<file path="src/rtl/mx_dot_acc.sv">
// mx_dot_acc: streaming MX block dot-product accumulator.
// Sums exactly K signed element products per block and captures the two
// shared E8M0 block scales on the first element. It emits one registered
// result per block (sum plus combined scale) through a valid/ready handshake.
// Optional build macro: MX_DOT_ACC_SAT_EN. When it is defined and
// out_width < acc_width, the result saturates. Otherwise it wraps.
module mx_dot_acc #(
    parameter int prd_width   = 16,
    parameter int K           = 32,
    parameter int scale_width = 8,
    parameter int acc_width   = prd_width + $clog2(K),
    parameter int out_width   = acc_width
) (
    input  logic                        i_clk,
    input  logic                        i_rst_n,
    input  logic                        i_valid,
    output logic                        o_ready,
    input  logic signed [prd_width-1:0] i_prd,
    input  logic [scale_width-1:0]      i_scale0,
    input  logic [scale_width-1:0]      i_scale1,
    output logic                        o_valid,
    input  logic                        i_ready,
    output logic signed [out_width-1:0] o_acc,
    output logic [scale_width:0]        o_scale,
    output logic                        o_first
);

    localparam int cnt_width = $clog2(K);
    localparam logic [cnt_width-1:0] last_cnt = cnt_width'(K - 1);

    logic [cnt_width-1:0]        count_reg, count_next;
    logic signed [acc_width-1:0] acc_reg, acc_next;
    logic signed [acc_width-1:0] prd_ext, sum;
    logic [scale_width:0]        scale_reg, scale_next, scale_sum;
    logic [scale_width:0]        o_scale_reg, o_scale_next;
    logic signed [out_width-1:0] o_acc_reg, o_acc_next, conv;
    logic                        valid_reg, valid_next;
    logic                        in_xfer, out_xfer, is_first, is_last;

    assign prd_ext   = acc_width'(i_prd);
    assign sum       = acc_reg + prd_ext;
    assign scale_sum = (scale_width+1)'(i_scale0) + (scale_width+1)'(i_scale1);

    assign is_first = (count_reg == '0);
    assign is_last  = (count_reg == last_cnt);

    // Ready does not depend on i_valid. A held result blocks input only while downstream stalls.
    assign o_ready  = ~valid_reg | i_ready;
    assign in_xfer  = i_valid & o_ready;
    assign out_xfer = valid_reg & i_ready;

    // Narrow the full-precision block sum to the output width.
    generate
        if (out_width >= acc_width) begin : g_ext
            assign conv = out_width'(sum);
        end else begin : g_narrow
`ifdef MX_DOT_ACC_SAT_EN
            localparam logic signed [acc_width-1:0] sat_max =
                {{(acc_width-out_width+1){1'b0}}, {(out_width-1){1'b1}}};
            localparam logic signed [acc_width-1:0] sat_min =
                {{(acc_width-out_width+1){1'b1}}, {(out_width-1){1'b0}}};
            assign conv = (sum > sat_max) ? out_width'(sat_max) :
                          (sum < sat_min) ? out_width'(sat_min) :
                                            sum[out_width-1:0];
`else
            assign conv = sum[out_width-1:0];
`endif
        end
    endgenerate

    // Next-state logic for the counter, accumulator, scale capture and result register.
    always_comb begin
        count_next   = count_reg;
        acc_next     = acc_reg;
        scale_next   = scale_reg;
        o_acc_next   = o_acc_reg;
        o_scale_next = o_scale_reg;
        valid_next   = valid_reg;

        // A result that is consumed now frees the output slot. A last element
        // accepted in the same cycle sets valid again below, so no result is lost.
        if (out_xfer) begin
            valid_next = 1'b0;
        end

        if (in_xfer) begin
            if (is_first) begin
                // The first element overwrites any stale sum from the previous block.
                acc_next   = prd_ext;
                scale_next = scale_sum;
            end else begin
                acc_next = sum;
            end

            if (is_last) begin
                count_next   = '0;
                o_acc_next   = conv;
                o_scale_next = scale_reg;
                valid_next   = 1'b1;
            end else begin
                count_next = count_reg + cnt_width'(1);
            end
        end
    end

    // State registers. The asynchronous reset discards any partial block.
    always_ff @(posedge i_clk or negedge i_rst_n) begin
        if (!i_rst_n) begin
            count_reg   <= '0;
            acc_reg     <= '0;
            scale_reg   <= '0;
            o_acc_reg   <= '0;
            o_scale_reg <= '0;
            valid_reg   <= 1'b0;
        end else begin
            count_reg   <= count_next;
            acc_reg     <= acc_next;
            scale_reg   <= scale_next;
            o_acc_reg   <= o_acc_next;
            o_scale_reg <= o_scale_next;
            valid_reg   <= valid_next;
        end
    end

    assign o_valid = valid_reg;
    assign o_acc   = o_acc_reg;
    assign o_scale = o_scale_reg;
    assign o_first = is_first;

endmodule

</file>
<file path="config.mk">
export PLATFORM = sky130hd
export DESIGN_NAME = mx_dot_acc
export DESIGN_NICKNAME = d
export VERILOG_FILES = /design/src/rtl/mx_dot_acc.sv
export SDC_FILE = /design/constraint.sdc
export NUM_CORES = 1
export LEC_CHECK = 0
export ABC_AREA = 1
export BUFFER_PORTS_ARGS = -buffer_cell sky130_fd_sc_hd__buf_2
export CAP_MARGIN = 15
export CORE_UTILIZATION = 35
export CTS_CLUSTER_SIZE = 12
export DETAILED_ROUTE_END_ITERATION = 6
export MAX_ROUTING_LAYER = met4
export SYNTH_ARGS = -nofsm -noshare
export SYNTH_HDL_FRONTEND = slang
export SYNTH_SLANG_ARGS = --single-unit
export TNS_END_PERCENT = 20
</file>
<file path="constraint.sdc">
create_clock -name i_clk -period 2.5 [get_ports i_clk]
set_input_delay 0.5 -clock i_clk [delete_from_list [all_inputs] [get_ports i_clk]]
set_output_delay 0.5 -clock i_clk [all_outputs]
set_load 0.01 [all_outputs]
</file>
==> reports/results.txt <==
total clock sinks - 66
Max-Cap Viols - 0
Pleak - 2.80 nW
reg2reg path depth - 11
RD Place Congestion - 0.926
worst skew pair latency - 340 ps
R2R setup slack - 440 ps
Netlist Area Pre-Place - 0.00429 mm^2
DRC Markers - 0
Final min period - 2060 ps
initial antenna violation count - 0
fin area - 0.00513 mm^2
Placed Area - 0.00481 mm^2
sequential fraction of the synthesis area - 0.385
antenna-violating nets left - 0
Pwr Total - 6.22 mW
CTS root buf - clkbuf_16
Rows - 40
slew margin rel. - 0.590
required time of the critical path - 2760 ps
Reg2Reg Launch Point - acc_reg[0]
first-pass iteration count of the detailed router - 4
Power per Cell Area - 1210 mW/mm^2
status - completed
CP max FO - 4
Setup violations, final - 0
core area - 0.0120 mm^2
Synth cell types - 36
CTS Buf Count - 9
Hold Vio Cnt, Final - 0
post-synth net total - 644
Worst Skew - 9.54 ps
num ports - 69
critical path class - reg2reg
share of cells above drive strength 1 - 0.186
CTS Hold Bufs - 0
area leader, netlist - dfrtp_1
Syn. warnings - 0
starting density of the core - 0.359
met1 WL - 5.06 mm
antenna cells - 0
Setup Fix Bufs, Post-CTS - 0
vias in the first global route - 3,925
Die Height - 113 um
worst-margin pin slew - 615 ps
Worst Setup EP - acc_reg[16]
GRT Residual Overflow - 0
pre-CTS setup slack - 255 ps
number of enable flip-flop cells after synthesis - 0
count of pins over their slew limit - 0
Layout area overhead - 19.7%
first-pass GRT wire length - 18.7 mm
met3 WL - 516 um
Setup TNS - 0 ps
DRT iter0 DRCs - 152
Fmax - 0.486 GHz
post_cts resized - 0
vias per inst - 4.90
r2r endpoint - acc_reg[16]
WL per Instance - 13.7 um
Die W - 113 um
DR vias - 3,912
Hold Path Class - in2async
Seq cells post-synth - 66
largest net degree at the start of global routing - 67
worst path arrival time - 2310 ps
CTS tree - yes
crit share post-route - 0.823
total wire length - 10.9 mm
Max clock buf depth - 2
most common cell after layout, fill and taps aside - nand2_1
Max rail drop VDD - 0.000375 V
post-synthesis cell count - 575
async set or reset register ratio after synthesis - 1.00
CP endpoint kind - flop
main area contributors after synthesis - dfrtp_1 38%, nand2_1 19%, ha_1 9.0%
startpoint types - flop
final setup margin - 443 ps
RSZ-0062 raised after global routing - false
Synth Area per Inst - 7.46 um^2
ys flop type - dfrtp_1
post-synth top area share - 0.385
detailed placement HPWL - 8.18 mm
Clock transition at path regs - 60 ps
gr usage total - 0.192
H-Tree Depth - 3
# nets final - 715
DR top layer - met4
PortBufs - 68
leading cell types in the layout, fill and taps excluded - 212 x nand2_1, 68 x buf_2, 66 x dfrtp_1
CP startpoint - acc_reg[0]
DIE AREA - 0.0127 mm^2
met2 routed WL - 5.17 mm
[cells in the mapped netlist (5+ instances only)]
master and count:
nand3_1 36, xnor2_1 7, o21ai_0 21, inv_2 5
xor2_1 6, nand2_2 8, a21oi_1 28, nor2_1 29
o211ai_1 10, inv_1 59, nand3_2 8, ha_1 31
dfrtp_1 66, buf_2 7, nand2_1 212
[worst min path at each step]
| stage | start | endpoint | slack [ps] | cells after the start |
|---|---|---|---|---|
| 6_report | i_rst_n | acc_reg[1] | 170 | 2 |
| 5_1_grt | i_rst_n | acc_reg[10] | 220 | 2 |
| 4_1_cts | i_rst_n | acc_reg[10] | 200 | 2 |
| 3_5_place_dp | count_reg[3] | count_reg[3] | 450 | 1 |
| 3_3_place_gp | o_scale[3] | o_scale[3] | 450 | 2 |
| 2_1_floorplan | i_rst_n | acc_reg[0] | 200 | 0 |
[layout make-up]
cell class              count  area (um^2)
well taps                 147          184
repair buffers             73          403
flip-flops and latches     66         1650
clock inverters             4         75.1
inverters                  64          240
fillers                  1172         6830
multi-input cells         432         2330
clock buffers              12          246
[routing by layer]
layer,up-vias,GRT usage
met5,-,-
met2,81,0.325
met1,1816,0.232
li1,2006,-
met4,0,0.0684
met3,9,0.0300
[critical path, stage by stage, from the launching register on]
cell,delay (ps)
dfrtp_1,380
ha_1,240
fa_1,440
nand3_1,120
nand3_2,120
nand2_1,100
nand3_2,100
nand2_1,120
nand2_1,70
nand2_1,80
nand3_1,70
a21oi_1,120
[kinds of logic (layout without fill, tap and decap cells)]
logic type                 count (synthesis)  in the layout  share of synthesized area
buffers and inverters                     77            153                     0.0711
xor gates and xnor gates                  13             13                     0.0265
AOI/OAI and AO/OA                         70             70                     0.0947
DFF                                       66             66                      0.385
adders and majority gates                 33             33                     0.0997
and+or+nand+nor                          316            316                      0.323
[where the power goes]
group	internal, mW	switching (mW)
Combinational	1.15	1.83
Sequential	1.57	0.283
Clock	0.901	0.480
[stage by stage]
step	utilization	instances	hold slack, ps
3_5_place_dp	0.402	782	454
5_1_grt	0.429	798	223
6_report	0.429	798	170
2_1_floorplan	-	575	204
4_1_cts	0.429	798	198
3_3_place_gp	0.402	782	452
Power figures use the tool's default switching activity.
